File: src/rtl/led_bank_arbiter_if.sv
// LED bank arbitration bus: per-source requests and patterns in, owner grant and LED drive out.
interface led_bank_arbiter_if #(
    parameter int NUM_REQ = 4,
    parameter int LED_W   = 10
);
    logic [NUM_REQ-1:0]       req;
    logic [NUM_REQ*LED_W-1:0] pattern;
    logic [NUM_REQ-1:0]       grant;
    logic [LED_W-1:0]         LEDR;
    logic                     busy;

    modport master (output req, pattern, input grant, LEDR, busy);
    modport slave  (input req, pattern, output grant, LEDR, busy);
endinterface

File: src/rtl/led_bank_arbiter.sv
// Round-robin time-sharing of the LED bank between pattern sources, with tick-based forced rotation.
// Optional blank interval between owners when LED_ARB_BLANK_EN is defined.
module led_bank_arbiter #(
    parameter int NUM_REQ   = 4,
    parameter int LED_W     = 10,
    parameter int TICK_DIV  = 50000,
    parameter int MAX_TICKS = 1000
) (
    input  logic               CLOCK_50,
    input  logic               rst_n,
    led_bank_arbiter_if.slave  bus
);
    localparam int IDX_W  = (NUM_REQ > 1) ? $clog2(NUM_REQ) : 1;
    localparam int CNT_W  = (TICK_DIV > 1) ? $clog2(TICK_DIV) : 1;
    localparam int HOLD_W = $clog2(MAX_TICKS + 1);
    localparam logic [CNT_W-1:0]  CNT_LAST = CNT_W'(TICK_DIV - 1);
    localparam logic [HOLD_W-1:0] HOLD_MAX = HOLD_W'(MAX_TICKS);
    localparam logic [IDX_W-1:0]  IDX_LAST = IDX_W'(NUM_REQ - 1);

`ifdef LED_ARB_BLANK_EN
    typedef enum logic [1:0] {IDLE = 2'd0, OWN = 2'd1, BLANK = 2'd2} state_t;
`else
    typedef enum logic [1:0] {IDLE = 2'd0, OWN = 2'd1} state_t;
`endif

    state_t              state_q, state_d;
    logic [IDX_W-1:0]    owner_q, owner_d, ptr_q, ptr_d, owner_nxt;
    logic [HOLD_W-1:0]   hold_q, hold_d;
    logic [CNT_W-1:0]    cnt_q;
    logic                tick, release_own;
    logic [NUM_REQ-1:0]  owner_mask, others, grant_d;
    logic [LED_W-1:0]    ledr_d;
    logic [IDX_W:0]      pick;

    // Returns {found, index} of the first set bit of mask searching from start upward, wrapping.
    function automatic logic [IDX_W:0] rr_pick(input logic [NUM_REQ-1:0] mask,
                                               input logic [IDX_W-1:0]   start);
        logic [2*NUM_REQ-1:0] dbl;
        logic [IDX_W:0]       res;
        int                   s;
        dbl = {mask, mask} >> start;
        res = '0;
        for (int i = NUM_REQ - 1; i >= 0; i--) begin
            if (dbl[i]) begin
                s = int'(start) + i;
                if (s >= NUM_REQ) s = s - NUM_REQ;
                res = {1'b1, s[IDX_W-1:0]};
            end
        end
        return res;
    endfunction

    assign tick        = (cnt_q == CNT_LAST);
    assign owner_mask  = NUM_REQ'(1) << owner_q;
    assign others      = bus.req & ~owner_mask;
    assign owner_nxt   = (owner_q == IDX_LAST) ? '0 : owner_q + IDX_W'(1);
    // A drop takes precedence; saturated hold only rotates when someone else is waiting.
    assign release_own = !(|(bus.req & owner_mask)) || ((hold_q == HOLD_MAX) && (|others));

    always_ff @(posedge CLOCK_50 or negedge rst_n) begin
        if (!rst_n) cnt_q <= '0;
        else        cnt_q <= tick ? '0 : cnt_q + CNT_W'(1);
    end

    always_comb begin
        state_d = state_q;
        owner_d = owner_q;
        ptr_d   = ptr_q;
        hold_d  = hold_q;
        pick    = '0;
        grant_d = '0;
        ledr_d  = '0;
        case (state_q)
            IDLE: begin
                pick = rr_pick(bus.req, ptr_q);
                if (pick[IDX_W]) begin
                    state_d = OWN;
                    owner_d = pick[IDX_W-1:0];
                    hold_d  = '0;
                end
            end
            OWN: begin
                if (release_own) begin
                    ptr_d = owner_nxt;
`ifdef LED_ARB_BLANK_EN
                    state_d = BLANK;
`else
                    pick = rr_pick(others, owner_nxt);
                    if (pick[IDX_W]) begin
                        owner_d = pick[IDX_W-1:0];
                        hold_d  = '0;
                    end else begin
                        state_d = IDLE;
                    end
`endif
                end else if (tick && (hold_q != HOLD_MAX)) begin
                    hold_d = hold_q + HOLD_W'(1);
                end
            end
`ifdef LED_ARB_BLANK_EN
            BLANK: begin
                if (tick) begin
                    pick = rr_pick(bus.req, ptr_q);
                    if (pick[IDX_W]) begin
                        state_d = OWN;
                        owner_d = pick[IDX_W-1:0];
                        hold_d  = '0;
                    end else begin
                        state_d = IDLE;
                    end
                end
            end
`endif
            default: state_d = IDLE;
        endcase

        // Outputs are registered from the next state so a grant appears on the edge that decides it.
        if (state_d == OWN) begin
            grant_d = NUM_REQ'(1) << owner_d;
            for (int i = 0; i < NUM_REQ; i++) begin
                if (owner_d == IDX_W'(i)) ledr_d = bus.pattern[i*LED_W +: LED_W];
            end
        end
    end

    always_ff @(posedge CLOCK_50 or negedge rst_n) begin
        if (!rst_n) begin
            state_q   <= IDLE;
            owner_q   <= '0;
            ptr_q     <= '0;
            hold_q    <= '0;
            bus.grant <= '0;
            bus.LEDR  <= '0;
            bus.busy  <= 1'b0;
        end else begin
            state_q   <= state_d;
            owner_q   <= owner_d;
            ptr_q     <= ptr_d;
            hold_q    <= hold_d;
            bus.grant <= grant_d;
            bus.LEDR  <= ledr_d;
            bus.busy  <= (state_d != IDLE);
        end
    end
endmodule

File: src/flat_wrapper.sv
// flat-port wrapper written by rule: the top's interface ports become plain ports
module led_bank_arbiter_flat 
#(
    parameter int NUM_REQ   = 4,
    parameter int LED_W     = 10,
    parameter int TICK_DIV  = 50000,
    parameter int MAX_TICKS = 1000
)
  (CLOCK_50, rst_n, bus_req, bus_pattern, bus_grant, bus_LEDR, bus_busy);
  led_bank_arbiter_if #(.NUM_REQ(NUM_REQ), .LED_W(LED_W)) bus_i ();
  input  logic CLOCK_50;
  input  logic rst_n;
  input wire logic [$bits(bus_i.req)-1:0] bus_req;
  input wire logic [$bits(bus_i.pattern)-1:0] bus_pattern;
  output wire logic [$bits(bus_i.grant)-1:0] bus_grant;
  output wire logic [$bits(bus_i.LEDR)-1:0] bus_LEDR;
  output wire logic [$bits(bus_i.busy)-1:0] bus_busy;
  assign bus_i.req = bus_req;
  assign bus_i.pattern = bus_pattern;
  assign bus_grant = bus_i.grant;
  assign bus_LEDR = bus_i.LEDR;
  assign bus_busy = bus_i.busy;
  led_bank_arbiter #(.NUM_REQ(NUM_REQ), .LED_W(LED_W), .TICK_DIV(TICK_DIV), .MAX_TICKS(MAX_TICKS)) u_core (.CLOCK_50(CLOCK_50), .rst_n(rst_n), .bus(bus_i));
endmodule
File: config.mk
export PLATFORM = sky130hd
export DESIGN_NAME = led_bank_arbiter_flat
export DESIGN_NICKNAME = d
export VERILOG_FILES = /design/src/rtl/led_bank_arbiter_if.sv /design/src/rtl/led_bank_arbiter.sv /design/src/flat_wrapper.sv
export SDC_FILE = /design/constraint.sdc
export NUM_CORES = 1
export LEC_CHECK = 0
export ABC_AREA = 1
export CAP_MARGIN = 20
export CORE_UTILIZATION = 47
export DETAILED_ROUTE_END_ITERATION = 10
export HOLD_SLACK_MARGIN = 0.06
export PLACE_DENSITY = 0.84
export SLEW_MARGIN = 20
export SYNTH_ARGS = -nofsm -noshare
export SYNTH_HDL_FRONTEND = slang
export SYNTH_SLANG_ARGS = --single-unit
File: constraint.sdc
create_clock -name CLOCK_50 -period 2.29 [get_ports CLOCK_50]
set_clock_uncertainty 0.1 [all_clocks]
set_input_delay 0.3435 -clock CLOCK_50 [delete_from_list [all_inputs] [get_ports CLOCK_50]]
set_output_delay 0.3435 -clock CLOCK_50 [all_outputs]
set_load 0.01 [all_outputs]
==> results by group, run 1 <==
Run status
  – Status: finished, violations left
  – Failing checks: setup timing

Floorplan
  – Initial core utilization: 0.486
  – Die width: 83.0 um
  – Die height: 83.0 um
  – Core ar.: 6350 sq um
  – IO Pins: 61
  – Die Area: 6890 sq um
  – FP Rows: 29

Routing
  – Routed WL: 8.76 mm
  – TritonRoute pass-1 iters: 6
  – Final ANT Viol Nets: 0
  – Routed WL per cell: 13.8 um
  – Drt initial violations: 173
  – Vias/cell: 5.35
  – DR vias: 3399
  – # DRC: 0

Placed design
  – Pre-CTS WS: -0.224 ns
  – GPL Wtd Cong: 0.871
  – Cells after DPL: 606
  – Port bufs: 60
  – Post-detail-place hpwl: 5.87 mm

Worst setup path
  – R2r worst-path depth: 17
  – Worst setup SP type: register
  – Crit path DAT: 2.62 ns
  – Crit path capture type: register
  – Setup Crit Path Kind: register to register
  – CP Max Fanout: 7
  – Req. time, crit path: 2.41 ns

Clock tree
  – CTS Buffer Depth: 2
  – CTS tree: built
  – Clock-pin slew on the worst setup and hold paths: 0.09 ns
  – CTS Buf Count: 5
  – Clock root buffer: clkbuf_8
  – H-Tree Level Count: 2
  – # clock sinks: 47
  – Clk_lat worst skew: 0.31 ns

GRT
  – Total track usage: 0.247
  – Number of global-route vias before repair: 3163
  – Largest net degree at the start of global routing: 29
  – Initial antenna violation count: 0
  – First-pass GRT wire length: 13.9 mm
  – GRT Residual Overflow: 0

Logic synthesis
  – Largest area contributor in the netlist: dfrtp_1
  – Post-synth net total: 500
  – Mapped Area: 3080 sq um
  – Top cells by area, synth: dfrtp_1 38%, nand2_1 18%, inv_1 7.5%
  – Cell count after synthesis: 447
  – Sequential cell area fraction in the yosys report: 0.381
  – Synth cell count leaders: 146 x nand2_1, 62 x inv_1, 49 x nor2_1, 47 x dfrtp_1, 32 x nand3_1
  – Yosys warnings: 0
  – FF+latch count, synth: 47
  – Post-synth EDFFs: 0
  – Synth unique cells: 33
  – Avg Inst Size Synth: 6.90 sq um
  – Async SR Flop Fraction: 1.00
  – Area share of the largest cell type after synthesis: 0.381
  – Synth Flop Type: dfrtp_1
  – Top-count cell post-synth: nand2_1

Pwr
  – Total chip power: 4.55 mW
  – Power Density: 1030 nW/um^2
  – Peak supply drop: 0.000672 V
  – Static leakage: 2.21 nW

STA
  – Final hold violation count: 0
  – RSZ-0062 raised after global routing: yes
  – Final number of max-transition violations: 0
  – Worst-margin pin slew: 0.604 ns
  – Max Fclk: 0.400 GHz
  – Min cycle time layout: 2.50 ns
  – Fin worst setup slack: -0.207 ns
  – Final setup viols: 11
  – Slew margin rel.: 0.598
  – Fin crit share: 1.09
  – Sum Neg Setup Slack: -1.51 ns

Cells and area
  – Fillers: 463
  – Share of layout cells above drive strength 1: 0.219
  – Diode count: 0
  – Fin cells: 635
  – Post-Route Utilization: 0.697
  – Sequential cell area: 1180 sq um
  – P&R area growth vs syn: 43.5%
  – Final net count: 610
  – Multi-input logic area: 1810 sq um

Flow run
  – Max-cap violations: 0

Hold path
  – WHS Path Cells: 2
  – HP Class: register to register
-- logic make-up after synthesis --
family | share of synthesized area
and+or+nand+nor | 0.374
buffers and inverters | 0.0974
DFF | 0.381
AOI/OAI and AO/OA | 0.0889
xor gates and xnor gates | 0.0284
adders and majority gates | 0.0284
other | 0.00122
-- timing repair --
item / CTS / global route
hold endpoints to repair: 26 / 0
gates resized for setup: 43 / 24
pin swaps: 27 / 24
setup endpoints to repair: 11 / 21
buffers inserted: 10 / 10
hold buffers: 1 / 0
-- state kept, by name (all words and copies together) (netlist names) --
signal,count
u_core.bus.LEDR,10
u_core.bus.busy,1
u_core.bus.grant,4
u_core.cnt_q,16
u_core.hold_q,10
u_core.owner_q,2
u_core.ptr_q,2
u_core.state_q,2
-- critical path, cell delays in order, from the launching register on --
cell and delay, ns:
dfrtp_2 0.48, ha_4 0.20, nor2_4 0.21, nor2_1 0.08, nor2_1 0.17, nand2_1 0.08
nor2_1 0.11, nand2_1 0.07, nand3_2 0.07, nand2_2 0.06, nand2_4 0.09, nand2_8 0.08
buf_4 0.14, buf_4 0.13, o21ai_2 0.12, nand3_1 0.10, nand2_1 0.07, inv_1 0.03
-- power by group --
group	switching (mW)	internal (mW)	leakage (nW)
sequential	0.130	0.972	0.616
clock	0.309	0.216	0.0483
combinational	1.60	1.32	1.55
total	2.04	2.50	2.21
-- cell usage in the layout, fill, tap and decap left out, types with 2 or more instances in the layout --
cell	synthesis	layout
nand3b_1	3	3
nand3_1	32	26
nand4_1	6	6
nand2_2	6	15
clkdlybuf4s50_1	0	59
xor2_1	10	10
nand2_1	146	131
buf_4	1	40
nor3_1	10	9
nand2_4	2	7
o22ai_1	2	2
dfrtp_1	47	45
o21ai_2	5	8
clkbuf_8	0	5
nor4_1	3	3
clkinv_2	0	2
inv_4	0	4
o21ai_0	16	13
a21oi_1	10	10
buf_6	2	4
dfrtp_2	0	2
nand3_2	3	8
nor2_4	2	4
inv_1	62	57
nor2_2	2	2
o21ai_1	6	6
ha_1	7	3
ha_4	0	4
a21oi_4	1	2
inv_2	5	7
nor2_1	49	47
-- layout make-up --
class                      count  share of cell area
clock buffer                   5              0.0156
clock inverter                 3             0.00424
inverter                      68              0.0600
multi-input combinational    328               0.409
sequential                    47               0.266
tap                           77              0.0218
timing repair buffer         107               0.223
-- metrics by stage --
step / area [sq um] / hold slack, ns
detailed placement: 3930 / 0.288
global placement: 3930 / 0.281
global route: 4420 / 0.439
floorplan: 3080 / -0.0521
finish: 4420 / 0.414
CTS: 4260 / 0.368
-- metal layers --
| layer | track usage | part of all wire | vias up |
|---|---|---|---|
| met2 | 0.432 | 0.51 | 166 |
| li1 | - | - | 1625 |
| met3 | 0.0338 | 0.055 | 44 |
| met5 | 0 | 0 | - |
| met4 | 0.146 | 0.044 | 0 |
| met1 | 0.286 | 0.39 | 1564 |
-- path summary, 6_finish.rpt --
path | startpoint | end | slack [ns]
hold / removal | u_core.cnt_q[5] | u_core.cnt_q[5] | 0.41
hold reg to reg | u_core.cnt_q[5] | u_core.cnt_q[5] | 0.41
min in group asynchronous | rst_n | u_core.cnt_q[13] | 0.47
setup reg to reg | u_core.owner_q[1] | u_core.bus.LEDR[8] | -0.21
setup / recovery | u_core.owner_q[1] | u_core.bus.LEDR[8] | -0.21
max in group asynchronous | rst_n | u_core.owner_q[0] | 1.01
(Power assumes the default switching activity.)
==> run 2, diff against run 1 <==
- CTS_BUF_LIST: default -> sky130_fd_sc_hd__clkbuf_8 sky130_fd_sc_hd__clkbuf_16
==> results of run 2 <==
Final layout, timing and power as in run 1 (identical DEF).
==> run 3, diff against run 2 <==
- REMOVE_ABC_BUFFERS: default -> 1
==> results by group, run 3 (synthesized netlist as in run 1, its figures left out) <==
Run status
  – Status: finished, violations left
  – Failing checks: setup timing

Floorplan
  – Die height: 83.0 um
  – FP Rows: 29
  – Core ar.: 6350 sq um
  – Initial core utilization: 0.486
  – Die width: 83.0 um
  – Die Area: 6890 sq um
  – IO Pins: 61

Clock tree
  – # clock sinks: 47
  – Clk_lat worst skew: 0.31 ns
  – H-Tree Level Count: 2
  – CTS tree: built
  – CTS Buf Count: 5
  – CTS Buffer Depth: 2
  – Clock root buffer: clkbuf_8
  – Clock-pin slew on the worst setup and hold paths: 0.10 ns

Worst setup path
  – R2R Path Start: u_core.owner_q[0]
  – Req. time, crit path: 2.39 ns
  – Crit path DAT: 2.68 ns
  – CP Max Fanout: 8
  – Setup Crit Path Kind: register to register
  – R2r worst-path depth: 16
  – Crit path capture type: register
  – Worst R2R End: u_core.bus.LEDR[2]
  – Worst setup SP type: register
  – R2R Setup Slk: -0.28 ns

Placed design
  – Pre-CTS WS: -0.284 ns
  – Post-detail-place hpwl: 5.86 mm
  – Port bufs: 60
  – GPL Wtd Cong: 0.981

GRT
  – Met1 Track Usage GR: 0.295
  – Gr busiest metal: met2
  – Initial antenna violation count: 0
  – Met3 Track Usage GR: 0.0477
  – M2 GR Usage: 0.420
  – GRT Residual Overflow: 0
  – Number of global-route vias before repair: 3044
  – Total track usage: 0.243
  – First-pass GRT wire length: 13.7 mm
  – Largest net degree at the start of global routing: 48

Cells and area
  – P&R area growth vs syn: 45.4%
  – Commonest non-fill, non-tap cell in the layout: nand2_1
  – Biggest regs: u_core.cnt_q (16), u_core.bus.LEDR (10), u_core.hold_q (10)
  – Diode count: 0
  – Most frequent cells in the layout: 124 x nand2_1, 59 x clkdlybuf4s50_1, 56 x inv_1, 46 x nor2_1, 45 x dfrtp_1
  – Final net count: 602
  – Largest register FFs: 16
  – Top reg by flops: u_core.cnt_q
  – Share of layout cells above drive strength 1: 0.236
  – Post-Route Utilization: 0.706

Pwr
  – Static leakage: 2.18 nW
  – Peak supply drop: 0.000668 V
  – Power Density: 1050 nW/um^2

STA
  – Final hold violation count: 0
  – Max Fclk: 0.389 GHz
  – Final number of max-transition violations: 0
  – RSZ-0062 raised after global routing: yes
  – Sum Neg Setup Slack: -2.03 ns
  – Fin crit share: 1.12
  – Final setup viols: 14
  – Fin worst setup slack: -0.283 ns
  – Min cycle time layout: 2.57 ns

Routing
  – Routed WL per cell: 15.8 um
  – Routed WL: 9.91 mm
  – # DRC: 0
  – Vias/cell: 5.44
  – DR vias: 3410
  – Drt initial violations: 341
  – Final ANT Viol Nets: 0
  – TritonRoute pass-1 iters: 5

Flow run
  – Max-cap violations: 0

Hold path
  – HP Class: input port to asynchronous set/reset pin
[run 3: cell types whose count changed in the layout (fill, tap and decap cells not counted), sizes merged]
cell / change
clkinvlp: +2
inv: -3
clkbuf: +1
buf: -8
[run 3: area by class of cell]
type                       count  area, sq um
multi-input combinational    328         1890
fill                         432         1870
sequential                    47         1180
timing repair buffer          99          958
inverter                      68          264
tap                           77         96.3
clock buffer                   6         82.6
clock inverter                 2         16.3
[run 3: layer usage]
metal  up-vias  share of wire
li1       1612              -
met1      1592           0.40
met2       161           0.51
met3        45          0.057
met4         0          0.036
met5         -              0
[run 3: worst max path at each step]
stage                            from                 end  slack (ns)
floorplan           u_core.owner_q[0]  u_core.bus.LEDR[4]        0.05
detailed placement         bus_req[1]  u_core.bus.LEDR[3]       -0.28
finish              u_core.owner_q[0]  u_core.bus.LEDR[2]       -0.28
CTS                 u_core.owner_q[1]  u_core.bus.LEDR[1]      0.0007
global route        u_core.owner_q[0]  u_core.bus.LEDR[2]       -0.35
global placement           bus_req[1]  u_core.bus.LEDR[7]       -0.20
[run 3: worst max-delay path: stages (launching register included)]
cell	delay, ns
dfrtp_2	0.49
ha_4	0.21
nor2_4	0.23
nand2_2	0.11
nand2_1	0.12
nand2_1	0.10
nand3_1	0.10
nand2_1	0.06
nand3_2	0.08
nand2_2	0.07
nand2_4	0.09
nand2_8	0.11
buf_8	0.16
o21ai_1	0.18
nand2_1	0.10
nand2_1	0.08
nand2_1	0.08
[run 3: power breakdown]
part	switching, mW	internal [mW]	leakage [nW]
sequential	0.136	0.972	0.616
combinational	1.75	1.30	1.52
clock	0.311	0.247	0.0474
[run 3: repair_timing]
item | in CTS | in global routing
pin swaps | 9 | 24
cloned | 0 | 0
gates resized for setup | 24 | 64
hold buffers | 1 | 0
buffers inserted | 7 | 7
hold endpoints to repair | 47 | 0
setup endpoints to repair | 11 | 24
[run 3: stage by stage]
step | cell area (sq um) | power [mW] | std cells | hold WS (ns)
detailed placement | 3940 | 3.22 | 604 | 0.248
global placement | 3940 | 3.14 | 604 | 0.243
global route | 4480 | 4.93 | 627 | 0.451
CTS | 4190 | 4.02 | 620 | 0.366
finish | 4480 | 4.72 | 627 | 0.425
floorplan | 3040 | 2.34 | 443 | -0.0521
